==> src/rtl/gpio_cfg_pkg.sv <==
// Shared definitions for the GPIO serial configuration loader.
// Holds the chain geometry, the loader FSM state type and the bit positions
// of the housekeeping bit-bang register (reg 0x13).
package gpio_cfg_pkg;

    // Configuration bits carried by each GPIO control block.
    localparam int unsigned CTRL_BITS      = 13;
    // GPIO control blocks on each of the two serial chains.
    localparam int unsigned PADS_PER_CHAIN = 19;

    // Counter widths derived from the chain geometry.
    localparam int unsigned IDX_W = $clog2(PADS_PER_CHAIN);
    localparam int unsigned BIT_W = $clog2(CTRL_BITS);

    // Bit positions inside housekeeping reg 0x13.
    localparam int unsigned BB_EN     = 1;
    localparam int unsigned BB_RESETN = 2;
    localparam int unsigned BB_LOAD   = 3;
    localparam int unsigned BB_CLOCK  = 4;
    localparam int unsigned BB_DATA1  = 5;
    localparam int unsigned BB_DATA2  = 6;

    typedef logic [CTRL_BITS-1:0] cfg_word_t;

    typedef enum logic [2:0] {
        StIdle,
        StFetch,
        StSetup,
        StHigh,
        StLoad,
        StFinish
    } xfer_state_e;

endpackage

==> src/rtl/gpio_serial_clkgen.sv <==
// Half-period tick generator for the serial chain clock.
// Counts wb_clk cycles while enabled and pulses tick_o on the last cycle of
// each HALF_PERIOD-long window, then wraps. Disabling or restarting clears the
// count so the next enabled window is always a full half-period.
//
// Ports:
//   clk_i      system clock
//   rst_ni     asynchronous active-low reset
//   en_i       count enable (FSM is in a timed state)
//   restart_i  synchronous clear, overrides en_i
//   tick_o     high on the final cycle of a half-period window
module gpio_serial_clkgen #(
    parameter int unsigned HALF_PERIOD = 4
) (
    input  logic clk_i,
    input  logic rst_ni,
    input  logic en_i,
    input  logic restart_i,
    output logic tick_o
);

    // Keep at least one bit so HALF_PERIOD=1 still elaborates.
    localparam int unsigned CntW = (HALF_PERIOD > 1) ? $clog2(HALF_PERIOD) : 1;
    localparam logic [CntW-1:0] CntLast = CntW'(HALF_PERIOD - 1);

    logic [CntW-1:0] cnt_q, cnt_d;

    always_comb begin
        cnt_d  = cnt_q;
        tick_o = 1'b0;
        if (restart_i || !en_i) begin
            cnt_d = '0;
        end else if (cnt_q == CntLast) begin
            cnt_d  = '0;
            tick_o = 1'b1;
        end else begin
            cnt_d = cnt_q + 1'b1;
        end
    end

    always_ff @(posedge clk_i or negedge rst_ni) begin
        if (!rst_ni) begin
            cnt_q <= '0;
        end else begin
            cnt_q <= cnt_d;
        end
    end

endmodule

==> src/rtl/gpio_serial_loader.sv <==
// Serial transfer engine for the two GPIO control shift chains.
// Walks the pad index from the far end of the chains down to 0, fetching one
// config word per chain per pad and shifting it out MSB first, then strobes
// serial_load so every control block latches its word. A bit-bang override
// passes the housekeeping reg 0x13 lines straight to the chain (registered)
// and aborts any transfer in flight.
//
// Ports:
//   wb_clk_i, wb_rstn_i    system clock, asynchronous active-low reset
//   xfer_start             pulse: begin an automatic transfer
//   bitbang_en, bb_*       bit-bang select and raw chain line values
//   cfg_idx                pad index being fetched
//   cfg_data_1/2           config words for cfg_idx (valid one cycle later)
//   serial_*               chain clock, load, resetn and data lines
//   xfer_busy, xfer_done   transfer in progress, completion pulse
module gpio_serial_loader
    import gpio_cfg_pkg::*;
#(
    parameter int unsigned HALF_PERIOD = 4
) (
    input  logic                 wb_clk_i,
    input  logic                 wb_rstn_i,
    input  logic                 xfer_start,
    input  logic                 bitbang_en,
    input  logic                 bb_resetn,
    input  logic                 bb_load,
    input  logic                 bb_clock,
    input  logic                 bb_data_1,
    input  logic                 bb_data_2,
    output logic [IDX_W-1:0]     cfg_idx,
    input  logic [CTRL_BITS-1:0] cfg_data_1,
    input  logic [CTRL_BITS-1:0] cfg_data_2,
    output logic                 serial_clock,
    output logic                 serial_load,
    output logic                 serial_resetn,
    output logic                 serial_data_1,
    output logic                 serial_data_2,
    output logic                 xfer_busy,
    output logic                 xfer_done
);

    localparam logic [IDX_W-1:0] PadLast = IDX_W'(PADS_PER_CHAIN - 1);
    localparam logic [BIT_W-1:0] BitLast = BIT_W'(CTRL_BITS - 1);

    xfer_state_e      state_q, state_d;
    logic [IDX_W-1:0] pad_q, pad_d;
    logic [BIT_W-1:0] bit_q, bit_d;
    cfg_word_t        sr1_q, sr1_d;
    cfg_word_t        sr2_q, sr2_d;
    // Second FETCH cycle: cfg_data now reflects cfg_idx.
    logic             fetch_ph_q, fetch_ph_d;

    logic [IDX_W-1:0] cfg_idx_q, cfg_idx_d;
    logic             sclk_q, sclk_d;
    logic             sload_q, sload_d;
    logic             srstn_q, srstn_d;
    logic             sdata1_q, sdata1_d;
    logic             sdata2_q, sdata2_d;
    logic             busy_q, busy_d;
    logic             done_q, done_d;

    logic             tick;
    logic             timed_state;

    assign timed_state = (state_q == StSetup) || (state_q == StHigh) || (state_q == StLoad);

    gpio_serial_clkgen #(
        .HALF_PERIOD (HALF_PERIOD)
    ) u_clkgen (
        .clk_i     (wb_clk_i),
        .rst_ni    (wb_rstn_i),
        .en_i      (timed_state),
        .restart_i (bitbang_en),
        .tick_o    (tick)
    );

    always_comb begin
        state_d    = state_q;
        pad_d      = pad_q;
        bit_d      = bit_q;
        sr1_d      = sr1_q;
        sr2_d      = sr2_q;
        fetch_ph_d = fetch_ph_q;
        cfg_idx_d  = cfg_idx_q;
        sclk_d     = sclk_q;
        sload_d    = sload_q;
        srstn_d    = srstn_q;
        sdata1_d   = sdata1_q;
        sdata2_d   = sdata2_q;
        busy_d     = busy_q;
        done_d     = done_q;

        if (bitbang_en) begin
            // Bit-bang wins over everything, including a same-cycle xfer_start.
            state_d    = StIdle;
            fetch_ph_d = 1'b0;
            busy_d     = 1'b0;
            done_d     = 1'b0;
            sclk_d     = bb_clock;
            sload_d    = bb_load;
            srstn_d    = bb_resetn;
            sdata1_d   = bb_data_1;
            sdata2_d   = bb_data_2;
        end else begin
            unique case (state_q)
                StIdle: begin
                    sclk_d   = 1'b0;
                    sload_d  = 1'b0;
                    srstn_d  = 1'b1;
                    sdata1_d = 1'b0;
                    sdata2_d = 1'b0;
                    busy_d   = 1'b0;
                    done_d   = 1'b0;
                    if (xfer_start) begin
                        // Far end of the chain goes first so pad 0 ends up last.
                        state_d    = StFetch;
                        pad_d      = PadLast;
                        cfg_idx_d  = PadLast;
                        fetch_ph_d = 1'b0;
                        busy_d     = 1'b1;
                    end
                end

                StFetch: begin
                    if (!fetch_ph_q) begin
                        fetch_ph_d = 1'b1;
                    end else begin
                        fetch_ph_d = 1'b0;
                        sr1_d      = cfg_data_1;
                        sr2_d      = cfg_data_2;
                        bit_d      = BitLast;
                        sclk_d     = 1'b0;
                        sdata1_d   = cfg_data_1[CTRL_BITS-1];
                        sdata2_d   = cfg_data_2[CTRL_BITS-1];
                        state_d    = StSetup;
                    end
                end

                StSetup: begin
                    if (tick) begin
                        sclk_d  = 1'b1;
                        state_d = StHigh;
                    end
                end

                StHigh: begin
                    if (tick) begin
                        sclk_d = 1'b0;
                        sr1_d  = {sr1_q[CTRL_BITS-2:0], 1'b0};
                        sr2_d  = {sr2_q[CTRL_BITS-2:0], 1'b0};
                        if (bit_q != '0) begin
                            bit_d    = bit_q - 1'b1;
                            sdata1_d = sr1_q[CTRL_BITS-2];
                            sdata2_d = sr2_q[CTRL_BITS-2];
                            state_d  = StSetup;
                        end else if (pad_q != '0) begin
                            pad_d     = pad_q - 1'b1;
                            cfg_idx_d = pad_q - 1'b1;
                            state_d   = StFetch;
                        end else begin
                            sdata1_d = 1'b0;
                            sdata2_d = 1'b0;
                            sload_d  = 1'b1;
                            state_d  = StLoad;
                        end
                    end
                end

                StLoad: begin
                    if (tick) begin
                        sload_d = 1'b0;
                        busy_d  = 1'b0;
                        done_d  = 1'b1;
                        state_d = StFinish;
                    end
                end

                StFinish: begin
                    done_d  = 1'b0;
                    state_d = StIdle;
                end

                default: begin
                    state_d = StIdle;
                end
            endcase
        end
    end

    always_ff @(posedge wb_clk_i or negedge wb_rstn_i) begin
        if (!wb_rstn_i) begin
            state_q    <= StIdle;
            pad_q      <= '0;
            bit_q      <= '0;
            sr1_q      <= '0;
            sr2_q      <= '0;
            fetch_ph_q <= 1'b0;
            cfg_idx_q  <= '0;
            sclk_q     <= 1'b0;
            sload_q    <= 1'b0;
            srstn_q    <= 1'b0;
            sdata1_q   <= 1'b0;
            sdata2_q   <= 1'b0;
            busy_q     <= 1'b0;
            done_q     <= 1'b0;
        end else begin
            state_q    <= state_d;
            pad_q      <= pad_d;
            bit_q      <= bit_d;
            sr1_q      <= sr1_d;
            sr2_q      <= sr2_d;
            fetch_ph_q <= fetch_ph_d;
            cfg_idx_q  <= cfg_idx_d;
            sclk_q     <= sclk_d;
            sload_q    <= sload_d;
            srstn_q    <= srstn_d;
            sdata1_q   <= sdata1_d;
            sdata2_q   <= sdata2_d;
            busy_q     <= busy_d;
            done_q     <= done_d;
        end
    end

    assign cfg_idx       = cfg_idx_q;
    assign serial_clock  = sclk_q;
    assign serial_load   = sload_q;
    assign serial_resetn = srstn_q;
    assign serial_data_1 = sdata1_q;
    assign serial_data_2 = sdata2_q;
    assign xfer_busy     = busy_q;
    assign xfer_done     = done_q;

endmodule

==> config.mk <==
export PLATFORM = sky130hd
export DESIGN_NAME = gpio_serial_loader
export DESIGN_NICKNAME = d
export VERILOG_FILES = /design/src/rtl/gpio_cfg_pkg.sv /design/src/rtl/gpio_serial_clkgen.sv /design/src/rtl/gpio_serial_loader.sv
export SDC_FILE = /design/constraint.sdc
export NUM_CORES = 1
export LEC_CHECK = 0
export CELL_PAD_IN_SITES_DETAIL_PLACEMENT = 0
export CELL_PAD_IN_SITES_GLOBAL_PLACEMENT = 1
export CORE_MARGIN = 2
export CORE_UTILIZATION = 39
export CTS_CLUSTER_SIZE = 12
export DETAILED_ROUTE_END_ITERATION = 10
export PLACE_DENSITY = 0.78
export REMOVE_ABC_BUFFERS = 1
export SLEW_MARGIN = 30
export SYNTH_ARGS = -nofsm -noshare
export SYNTH_HDL_FRONTEND = slang
export SYNTH_HIERARCHICAL = 1
export SYNTH_SLANG_ARGS = --single-unit
export TNS_END_PERCENT = 10
==> constraint.sdc <==
create_clock -name wb_clk_i -period 3 [get_ports wb_clk_i]
set_input_delay 0.45 -clock wb_clk_i [delete_from_list [all_inputs] [get_ports wb_clk_i]]
set_output_delay 0.45 -clock wb_clk_i [all_outputs]
set_load 0.05 [all_outputs]
==> impl_metrics.env <==
export IMPL_status="completed"
export IMPL_clkTransAtPathRegs_ps=90
export IMPL_synth_xor_area_share_pct=0
export IMPL_ff2ff_path_depth=7
export IMPL_layout_drive_gt1_share_pct=7.59
export IMPL_drtAntennaViolNets=0
export IMPL_seq_power_share_pct=48.0
export IMPL_gp_congestion=0.812
export IMPL_intPower_mw=1.21
export IMPL_die_w_um=82.0
export IMPL_grt_pass1_wl_um=8640
export IMPL_switching_share_pct=34.7
export IMPL_remaining_drc_errors=0
export IMPL_dp_worst_setup_slack_ps=212
export IMPL_multi_input_area_um2=1120
export IMPL_area_growth_pct=26.5
export IMPL_post_synth_cell_area_avg_um2=9.77
export IMPL_detail_route_wl_per_cell_um=13.7
export IMPL_die_y_um=82.0
export IMPL_timing_rr_end="cfg_idx[3]"
export IMPL_p_sw_mw=0.644
export IMPL_dr_pass1_iters=6
export IMPL_crit_type="reg -> reg"
export IMPL_antenna_found_initial=0
export IMPL_worst_clock_skew_ps=8.94
export IMPL_synth_largest_area_cell="dfrtp_1"
export IMPL_synth_commonest_cells="dfrtp_1, o21ai_0, nand2_1"
export IMPL_initial_utilization_pct=40.3
export IMPL_cp_start_kind="flop"
export IMPL_worstSkewPairLatency_ps=310
export IMPL_syn_cell_area_um2=2370
export IMPL_setup_violations=0
export IMPL_rsz0062_at_grt="false"
export IMPL_synth_most_common_cell="dfrtp_1"
export IMPL_cts_hold_buf=0
export IMPL_ys_types=46
export IMPL_hp_class="in -> async"
export IMPL_synthArstFlopShare_pct=100
export IMPL_power_leakage_nw=1.42
export IMPL_synthMuxAreaShare_pct=11.0
export IMPL_cp_arrival_ps=2860
export IMPL_clkSinkCount=46
export IMPL_finalCriticalPeriod_ps=2620
export IMPL_clk_path_buf_depth=2
export IMPL_timing_reg2reg_setup_slack_ps=380
export IMPL_vias_per_cell=5.18
export IMPL_maxSlewViolCount=0
export IMPL_combPwrFrac_pct=31.0
export IMPL_synth_simple_area_share_pct=18.5
export IMPL_yosysWarningCount=6
export IMPL_cp_end_kind="flop"
export IMPL_synthCells=243
export IMPL_synth_seq_cells=46
export IMPL_yosys_top_cells_area="dfrtp_1, mux2i_1, o21ai_0, nand2_1, ha_1"
export IMPL_vdd_drop_max_uv=351
export IMPL_regArea_um2=1150
export IMPL_layout_setup_ws_ps=378
export IMPL_n_fill_cell=597
export IMPL_post_cts_setup_buffers=0
export IMPL_dieArea_um2=6730
export IMPL_cts_tree="done"
export IMPL_rows=28
export IMPL_hold_ws_ps=131
export IMPL_dr_total_vias=1892
export IMPL_cts_made_buffers=5
export IMPL_cp_required_ps=3230
export IMPL_period_share_pct=87.4
export IMPL_port_buffers=46
export IMPL_worstPathMaxFanout=10
export IMPL_synth_compound_area_share_pct=15.6
export IMPL_grt_max_degree=47
export IMPL_slew_headroom_pct=56.3
export IMPL_p_clk_share_pct=21.0
export IMPL_htreeDepth=2
export IMPL_maxCapViolCount=0
export IMPL_synthFlopType="dfrtp_1"
export IMPL_synth_enable_flop_cells=0
export IMPL_io_pins=47
export IMPL_coreArea_um2=5890
export IMPL_num_nets_final=328
export IMPL_clock_fmax_mhz=381
export IMPL_overflow=0
export IMPL_drt_first_iter_violations=84
export IMPL_root_buffer="clkbuf_8"
export IMPL_postRouteWirelength_um=5010
export IMPL_finalSetupTns_ps=0
export IMPL_power_density_nw_per_um2=618
export IMPL_first_global_vias=1825
export IMPL_dp_hpwl_um=3620
export IMPL_synth_top_family_by_area="simple AND/OR/NAND/NOR gates"
export IMPL_hold_viol=0
export IMPL_seq_area_frac_synth_pct=48.5
export IMPL_synth_top_area_share_pct=48.5
export IMPL_diodes=0
export IMPL_synth_fa_ha_area_share_pct=2.11
export IMPL_cts_repair_resized=0
export IMPL_rr_startpoint="state_q[1]"
export IMPL_tightest_slew_ps=647
export IMPL_grt_usage_pct=16.7
==> cell families (layout without fill, tap and decap cells) <==
family                   count (synthesis)  after routing
buffers and inverters                   23             70
AND/OR/NAND/NOR                         83             83
flip-flops                              46             46
AO/OA/AOI/OAI                           61             61
adder cells (fa/ha/maj)                  4              4
multiplexers                            26             26
==> metrics by stage <==
step | instances | cell area, µm² | util [%] | power (mW)
4_1_cts | 365 | 3000 | 51.0 | 1.88
3_5_place_dp | 357 | 2910 | 49.4 | 1.49
5_1_grt | 365 | 3000 | 51.0 | 2.00
6_report | 365 | 3000 | 51.0 | 1.86
2_1_floorplan | 229 | 2310 | - | 1.26
3_3_place_gp | 357 | 2910 | 49.4 | 1.48
==> worst max path at each step <==
stage | from | end | slack [ps] | cells past startpoint
after CTS | state_q[1] | cfg_idx[3] | 370 | 7
after floorplan | state_q[1] | bit_q[0] | 530 | 7
after detailed placement | bitbang_en | cfg_idx[3] | 210 | 6
after global routing | state_q[1] | cfg_idx[3] | 160 | 7
final | state_q[1] | cfg_idx[3] | 380 | 7
after global placement | bitbang_en | cfg_idx[3] | 320 | 6
==> flip-flops by register name, summed over array words and instances (netlist names), 2 cells and up <==
name            cells
cfg_idx             5
u_clkgen/cnt_q      2
state_q             3
sr1_q              12
bit_q               4
sr2_q              12
==> critical path, cell delays in order, from the launching register on <==
cell and delay (ps):
dfrtp_1 490, nor2_1 290, mux2_2 240, and3b_1 340, nand4bb_1 210, or4_4 480, or3_1 360, a21oi_1 150
==> power by group through the flow <==
stage | registers, mW | clock network (mW) | logic [mW]
global route | 0.917 | 0.432 | 0.646
CTS | 0.893 | 0.409 | 0.583
finish | 0.891 | 0.390 | 0.575
detailed placement | 0.905 | 0 | 0.580
global placement | 0.906 | 0 | 0.573
floorplan | 0.960 | 0 | 0.301
==> final cells by class <==
type                            instances  share of cell area (%)
Clock buffer                            5                    2.29
Clock inverter                          3                   0.792
Inverter                                9                    1.13
Multi-Input combinational cell        174                    37.3
Sequential cell                        46                    38.3
Tap cell                               75                    3.13
Timing Repair Buffer                   53                    17.0
==> cell usage in the layout, fill, tap and decap left out, drive strengths merged, types with 3 or more instances in the layout <==
cell type / count
mux2i: 25
dfrtp: 46
nand3: 6
or3: 6
ha: 4
o21ai: 37
clkbuf: 5
a21oi: 4
a22o: 3
nor3: 6
nor2b: 3
inv: 10
nand2: 30
clkdlybuf4s50: 45
buf: 8
nor2: 12
==> layer usage <==
layer / vias up / track usage, % / share of wire (%)
met1: 875 / 21.9 / 47
met2: 45 / 27.6 / 46
met4: 0 / 4.50 / 1.1
li1: 966 / - / -
met3: 6 / 4.18 / 5.4
met5: - / 0 / 0
Note: power is estimated with default switching activity, not from simulation.
